<file path="config.mk">
export PLATFORM = sky130hd
export DESIGN_NAME = output_uart_tx
export DESIGN_NICKNAME = d
export VERILOG_FILES = /design/src/rtl/arch_defs_pkg.sv /design/src/rtl/uart_baud_gen.sv /design/src/rtl/output_uart_tx.sv
export SDC_FILE = /design/constraint.sdc
export NUM_CORES = 1
export LEC_CHECK = 0
export BUFFER_PORTS_ARGS = -buffer_cell sky130_fd_sc_hd__buf_2
export CORE_MARGIN = 2
export CORE_UTILIZATION = 60
export CTS_CLUSTER_DIAMETER = 100
export DETAILED_ROUTE_END_ITERATION = 12
export PLACE_DENSITY = 0.85
export SETUP_SLACK_MARGIN = 0.05
export SLEW_MARGIN = 25
export SYNTH_ARGS = -nofsm -noshare
export SYNTH_HDL_FRONTEND = slang
export SYNTH_SLANG_ARGS = --single-unit
export TNS_END_PERCENT = 50
</file>
<file path="constraint.sdc">
create_clock -name clk -period 4.47 [get_ports clk]
set_clock_uncertainty 0.2 [all_clocks]
set_input_delay 0.447 -clock clk [delete_from_list [all_inputs] [get_ports clk]]
set_output_delay 0.447 -clock clk [all_outputs]
set_load 0.01 [all_outputs]
</file>
<file path="src/rtl/arch_defs_pkg.sv">
// rtl/arch_defs_pkg.sv - shared architecture types and constants
package arch_defs_pkg;

  localparam int DATA_WIDTH = 8;

  localparam logic [7:0] ASCII_CR = 8'h0D;
  localparam logic [7:0] ASCII_LF = 8'h0A;

  typedef enum logic [1:0] {
    IDLE  = 2'd0,
    START = 2'd1,
    DATA  = 2'd2,
    STOP  = 2'd3
  } uart_state_t;

endpackage

</file>
<file path="src/rtl/uart_baud_gen.sv">
// rtl/uart_baud_gen.sv - down-counting baud tick generator
module uart_baud_gen #(
  parameter int CLKS_PER_BIT = 868
) (
  input  logic clk,
  input  logic reset,
  input  logic restart,
  output logic tick
);

  localparam int CW = $clog2(CLKS_PER_BIT);
  localparam logic [CW-1:0] RELOAD = CW'(CLKS_PER_BIT - 1);

  logic [CW-1:0] cnt;

  // Count CLKS_PER_BIT-1 down to 0, reload on zero or on restart
  always_ff @(posedge clk or negedge reset) begin
    if (!reset) begin
      cnt <= '0;
    end else if (restart || (cnt == '0)) begin
      cnt <= RELOAD;
    end else begin
      cnt <= cnt - CW'(1);
    end
  end

  // tick marks the last cycle of the current bit period
  assign tick = (cnt == '0);

endmodule

</file>
<file path="src/rtl/output_uart_tx.sv">
// rtl/output_uart_tx.sv - sends output register values as hex text over UART
module output_uart_tx
  import arch_defs_pkg::*;
#(
  parameter int CLKS_PER_BIT = 868,
  parameter int SEND_CRLF    = 1
) (
  input  logic                  clk,
  input  logic                  reset,
  input  logic [DATA_WIDTH-1:0] out_val,
  input  logic                  out_load,
  output logic                  uart_tx,
  output logic                  busy,
  output logic                  overrun
);

  localparam logic [1:0] LAST_CHAR = (SEND_CRLF != 0) ? 2'd3 : 2'd1;

  function automatic logic [7:0] hex_ascii(input logic [3:0] nib);
    return (nib < 4'd10) ? (8'h30 + {4'h0, nib}) : (8'h37 + {4'h0, nib});
  endfunction

  logic [1:0]            rst_sync;
  logic                  rst_n_int;
  uart_state_t           state, state_n;
  logic [2:0]            bit_idx, bit_n;
  logic [1:0]            char_idx, char_n;
  logic [DATA_WIDTH-1:0] hold, hold_n;
  logic [DATA_WIDTH-1:0] pend_data, pend_n;
  logic                  pend_valid, pv_n;
  logic                  overrun_q, ovr_n;
  logic                  busy_q;
  logic                  restart;
  logic                  tick;
  logic                  final_tick;
  logic [7:0]            cur_char;

  // Assert asynchronously, release two clocks after reset goes high
  always_ff @(posedge clk or negedge reset) begin
    if (!reset) begin
      rst_sync <= 2'b00;
    end else begin
      rst_sync <= {rst_sync[0], 1'b1};
    end
  end

  assign rst_n_int = rst_sync[1];

  uart_baud_gen #(
    .CLKS_PER_BIT(CLKS_PER_BIT)
  ) u_baud (
    .clk    (clk),
    .reset  (rst_n_int),
    .restart(restart),
    .tick   (tick)
  );

  // Character currently on the line: two hex digits then optional CR, LF
  always_comb begin
    cur_char = ASCII_LF;
    case (char_idx)
      2'd0:    cur_char = hex_ascii(hold[7:4]);
      2'd1:    cur_char = hex_ascii(hold[3:0]);
      2'd2:    cur_char = ASCII_CR;
      default: cur_char = ASCII_LF;
    endcase
  end

  // Line level decoded from the registered frame position
  always_comb begin
    uart_tx = 1'b1;
    case (state)
      START:   uart_tx = 1'b0;
      DATA:    uart_tx = cur_char[bit_idx];
      default: uart_tx = 1'b1;
    endcase
  end

  // Next-state, message holding and pending/overrun bookkeeping
  always_comb begin
    state_n    = state;
    bit_n      = bit_idx;
    char_n     = char_idx;
    hold_n     = hold;
    pend_n     = pend_data;
    pv_n       = pend_valid;
    ovr_n      = overrun_q;
    restart    = 1'b0;
    final_tick = (state == STOP) && tick && (char_idx == LAST_CHAR);

    case (state)
      IDLE: begin
        if (out_load) begin
          hold_n  = out_val;
          state_n = START;
          char_n  = 2'd0;
          restart = 1'b1;
        end else if (pend_valid) begin
          hold_n  = pend_data;
          pv_n    = 1'b0;
          state_n = START;
          char_n  = 2'd0;
          restart = 1'b1;
        end
      end
      START: begin
        if (tick) begin
          state_n = DATA;
          bit_n   = 3'd0;
        end
      end
      DATA: begin
        if (tick) begin
          if (bit_idx == 3'd7) begin
            state_n = STOP;
          end else begin
            bit_n = bit_idx + 3'd1;
          end
        end
      end
      STOP: begin
        if (tick) begin
          if (char_idx != LAST_CHAR) begin
            state_n = START;
            char_n  = char_idx + 2'd1;
          end else if (pend_valid) begin
            hold_n  = pend_data;
            pv_n    = 1'b0;
            state_n = START;
            char_n  = 2'd0;
          end else if (out_load) begin
            // Strobe on the very last cycle with nothing pending: start it directly
            hold_n  = out_val;
            state_n = START;
            char_n  = 2'd0;
          end else begin
            state_n = IDLE;
          end
        end
      end
    endcase

    // A strobe while a message is in flight parks the value in pending;
    // it only counts as an overrun if an unconsumed value gets overwritten
    if (out_load && (state != IDLE) && !(final_tick && !pend_valid)) begin
      pend_n = out_val;
      pv_n   = 1'b1;
      if (pend_valid && !final_tick) begin
        ovr_n = 1'b1;
      end
    end
  end

  // State register; reset aborts any frame in progress
  always_ff @(posedge clk or negedge rst_n_int) begin
    if (!rst_n_int) begin
      state      <= IDLE;
      bit_idx    <= 3'd0;
      char_idx   <= 2'd0;
      hold       <= '0;
      pend_data  <= '0;
      pend_valid <= 1'b0;
      overrun_q  <= 1'b0;
      busy_q     <= 1'b0;
    end else begin
      state      <= state_n;
      bit_idx    <= bit_n;
      char_idx   <= char_n;
      hold       <= hold_n;
      pend_data  <= pend_n;
      pend_valid <= pv_n;
      overrun_q  <= ovr_n;
      busy_q     <= (state_n != IDLE) || pv_n;
    end
  end

  assign busy    = busy_q;
  assign overrun = overrun_q;

endmodule

</file>
After elaboration in Yosys (flattened, before gate mapping)
Cells that the tools add are included.
- add/sub/neg operators: 7
- $lt $le $gt $ge: 3
- equality and inequality tests: 16
- multiplexer cells: 43
- reduce and logical (&&, ||, !) cells: 22
- operators with widths (cell ; count):
    2-to-1 mux 8 bit ; 6
    adder 6 x 4 -> 7 bit (first input constant) ; 4
    2-to-1 mux 2 bit ; 12
    one-hot mux 7 bit (3 select lines) ; 1
    one-hot mux 8 bit (2 select lines) ; 1
    2-to-1 mux 7 bit ; 2
    != test 2 bit (second input constant) ; 6
    2-to-1 mux 1 bit ; 11
    logical NOT 10 bit ; 1
    2-to-1 mux 10 bit ; 1
    subtractor 10 x 1 -> 10 bit (second input constant) ; 1
    2-to-1 mux 3 bit ; 3
    equality test 2 bit (second input constant) ; 4
    < comparator 4 bit (second input constant) ; 2
    one-hot mux 2 bit (4 select lines) ; 1
    AND reduction 4 bit ; 2
    nonzero test 2 bit ; 4
    logical AND 1 bit ; 6
    != test 3 bit (second input constant) ; 2
    one-hot mux 3 bit (2 select lines) ; 1
    AND reduction 5 bit ; 1
    equality test 2 x 1 -> 1 bit (second input constant) ; 2
    logical NOT 2 bit ; 2
    < comparator 3 x 4 -> 1 bit (second input constant) ; 1
    other kinds (10) ; 14
- flip-flop bits (word level): 38
- bits of input ports: 11
- output and inout bits: 3
- logic and storage cells: 101

Logic depth before layout (Yosys ltp)
- depth in word-level cells: 8
- depth in mapped cells: 8
- gate-level depth less buffers: 7

Hierarchy
From an unflattened synthesis, not the netlist that was laid out.
- cells, all modules: 230
- area total of the unflattened synthesis: 2272.2 um^2
- modules (own cells, without submodules) (module ; instances ; cells each ; area an instance (um^2) ; seq. area each (um^2)):
    output_uart_tx ; 1 ; 175 ; 1750.4 ; 700.7
    uart_baud_gen ; 1 ; 55 ; 521.8 ; 250.2

Least setup slack after synthesis
No wires, ideal clock.
- path kind: register to output
- from: register char_idx[0]
- to: output port uart_tx
- arrival: 1.733 ns
- required time: 3.823 ns
- path slack: 2.090 ns
- cell stages (with the launch flop): 8
- buffers on the path: 0
- cells stage by stage: dfrtp_1 -> inv_1 -> ha_1 -> nor4bb_1 -> a211oi_1 -> a211oi_1 -> a311oi_1 -> a311oi_1
- word-level cells in the longest chain between the ends: 5
- elaborated cells between the ends (all ways): 7
- those cells by class: 2 x eq/ne; 4 x mux; 1 x reduce/logical
- RTL lines (item ; line ; source):
    start: declaration ; output_uart_tx.sv:27 ; logic [1:0] char_idx, char_n;
    start signal: assignment ; output_uart_tx.sv:168 ; char_idx <= char_n;
    equality test 2 bit, or another cell as far along ; output_uart_tx.sv:61 ; case (char_idx)
    one-hot mux 7 bit (3 select lines) * ; output_uart_tx.sv:61 ;
    binary-select mux 1 bit (select 3 bit) * ; output_uart_tx.sv:74 ; DATA: uart_tx = cur_char[bit_idx];
    2-to-1 mux 1 bit (implied by the code) * ; output_uart_tx.sv:74 ;
    one-hot mux 1 bit (2 select lines) * ; output_uart_tx.sv:72 ; case (state)
    end: declaration ; output_uart_tx.sv:12 ; output logic uart_tx,
Every way passes the cells marked *; elsewhere a longest branch is shown, timed or not. The select of a mux whose other input is x is not followed.

Worst setup path after layout
Ends and elaborated chain as after synthesis.

==> qor.csv <==
metric;value;unit
synthFlopType;dfrtp_1;
cts_inserted_buffers;5;
root_buffer;clkbuf_8;
grt.total_usage;22.97;%
drtPass1Iterations;4;
netlist_area;2313;sq um
antenna_left;0;
ys_seq_elements;38;
synth_cell_type_count;57;
outcome;completed;
setup-violations-final;0;
chipHeight;66.10;microns
p_leak;1.176;nW
viasPerCell;6.044;
min_period_over_period;63.82;%
grt_pass1_vias;1639;
die_width;66.10;microns
endpoint_kind;output port;
portBuffers;13;
fin_setup_tns;0;ns
vias;1789;
avgSynthCellArea;9.972;sq um
drtIter0Drc;122;
fin_area;2534;sq um
cts_max_level;2;
rsz0062_at_grt;false;
fin_crit;2.853;ns
gp_congestion;0.8801;
ios;14;
place_area;2414;sq um
syn_nets;258;
cts_tree;done;
post-cts-setup-buffers;0;
synth_warnings;0;
overflow;0;
initial_utilization;62.72;%
syn_to_final_growth;9.519;%
nets;273;
hp-class;flop to asynchronous set/reset pin;
rows;22;
antenna_found_initial;0;
cp.required;3.82;ns
wl_per_cell;15.28;microns
power.density;267.0;nW/um^2
synthCells;232;
cts.path.max_buffers;2;
hpwl;3.076;mm
ir_drop;0.2589;mV
cap_violations;0;
cp_max_fo;8;
drive_gt1_share;14.52;%
startpoint_type;flop;
antenna_cells;0;
routed_wl;4.524;mm
synth-async-reset-ratio;100.0;%
clk_pin_slew;0.08;ns
whs;0.06746;ns
totalPowerFinal;0.6765;mW
hold_viol;0;
cp_data_arrival_time;2.21;ns
final_cell_count_no_fill;296;
clock-sinks;38;
synth-edff-count;0;
clk_latency;0.30;ns
drcViolationCount;0;
grt_pass1_wl;7.500;mm
fmax;0.3506;GHz
grt_max_degree;21;
floorplan.die_area;4369;sq um
dp_cells;287;
slew_violations;0;
maxSlewHeadroom;35.74;%
coreArea;3689;sq um
ys_seq_area_share;41.10;%
crit_type;flop to output port;
worst_pin_slew;0.9576;ns
## worst max-delay path: stages (launching register included)
cell and delay [ns]:
dfrtp_1 0.43, inv_1 0.13, ha_1 0.30, nor4bb_1 0.32, a211oi_1 0.07, a211oi_1 0.21
a311oi_1 0.08, a311oi_1 0.20, buf_2 0.17
## synthesized netlist by cell type (2+ instances only)
cell type	instances	area share, %
a211oi_1	3	0.97
a21boi_0	3	0.97
a21o_1	3	0.97
a21oi_1	15	3.2
a22o_1	4	1.5
a311oi_1	2	0.76
a32oi_1	2	0.76
and2_1	2	0.54
buf_2	2	0.43
clkbuf_1	3	0.49
dfrtp_1	38	41
ha_1	15	8.1
inv_1	12	1.9
mux2_1	2	0.97
mux2_2	6	2.9
mux2i_1	8	3.5
nand2_1	23	3.7
nand2b_1	3	0.81
nand3_1	3	0.65
nor2_1	19	3.1
nor3_1	2	0.43
nor3b_1	3	0.97
o21ai_0	14	3.0
o21bai_1	2	0.65
o22ai_1	2	0.54
or2_2	3	0.81
xnor2_1	7	2.7
xor2_1	2	0.76
## final cells by class
| type | instances | area (sq um) |
|---|---|---|
| Sequential cell | 38 | 950.9 |
| Multi-Input combinational cell | 175 | 1285 |
| Clock inverter | 2 | 37.54 |
| Timing Repair Buffer | 15 | 82.58 |
| Inverter | 12 | 45.04 |
| Tap cell | 48 | 60.06 |
| Fill cell | 289 | 1155 |
| Clock buffer | 6 | 72.57 |
## per-stage QoR
step           util (%)  worst slack (ns)
2_1_floorplan         -             2.090
3_3_place_gp      65.43             1.989
3_5_place_dp      65.43             1.926
4_1_cts           68.69             1.600
5_1_grt           68.69             1.402
6_report          68.69             1.617
## cells in the final DEF (no fill, tap or decap), drive strengths merged, types with 3 or more instances in the layout
cell type,count
nand3,3
a21oi,15
inv,12
mux2i,8
dfrtp,38
a21o,3
a22o,4
a211oi,3
ha,15
a21boi,3
or2,3
nor2,19
nand2b,3
nand2,23
clkbuf,6
mux2,8
nor3b,3
xnor2,7
buf,14
o21ai,15
## state kept, by name, summed over array words and instances (netlist names)
register	cells
u_baud.cnt	10
state	2
pend_valid	1
hold	8
rst_sync	2
char_idx	2
bit_idx	3
busy	1
pend_data	8
overrun	1
## power by group
group	total (mW)	internal, mW	switching (mW)
logic	0.0268	0.0138	0.0130
clock network	0.291	0.167	0.125
registers	0.359	0.352	0.00695
## cell families (layout without fill, tap and decap cells)
logic type / after synthesis / count (layout) / synth area share, %
AND/OR/NAND/NOR: 71 / 71 / 16.93
adder cells (fa/ha/maj): 15 / 15 / 8.112
other: 1 / 1 / 0.1621
XOR/XNOR: 9 / 9 / 3.407
buffers and inverters: 19 / 35 / 3.353
multiplexers: 16 / 16 / 7.355
flip-flops: 38 / 38 / 41.10
AO/OA/AOI/OAI: 63 / 63 / 19.58
## per-layer routing
| metal | share of wire, % | global-route usage (%) | wire, microns |
|---|---|---|---|
| met4 | 1.4 | 7.398 | 62 |
| met3 | 5.0 | 5.451 | 228 |
| met5 | 0 | 0 | 0 |
| met2 | 48 | 36.00 | 2188 |
| met1 | 45 | 31.50 | 2045 |
## final timing paths
check	start	end	slack, ns	depth (start not counted)
max	char_idx[0]	uart_tx	1.62	8
min reg2reg	rst_sync[1]	u_baud.cnt[3]	0.07	0
min in group clk	rst_sync[0]	rst_sync[1]	0.16	0
min	rst_sync[1]	u_baud.cnt[3]	0.07	0
max in group asynchronous	rst_sync[1]	hold[3]	3.28	1
max reg2reg	u_baud.cnt[0]	hold[4]	1.91	7
## repair_timing
item / CTS / global route
gates resized for setup: 0 / 0
hold buffers: 1 / 0
hold endpoints to repair: 2 / 0
(Power assumes the default switching activity.)
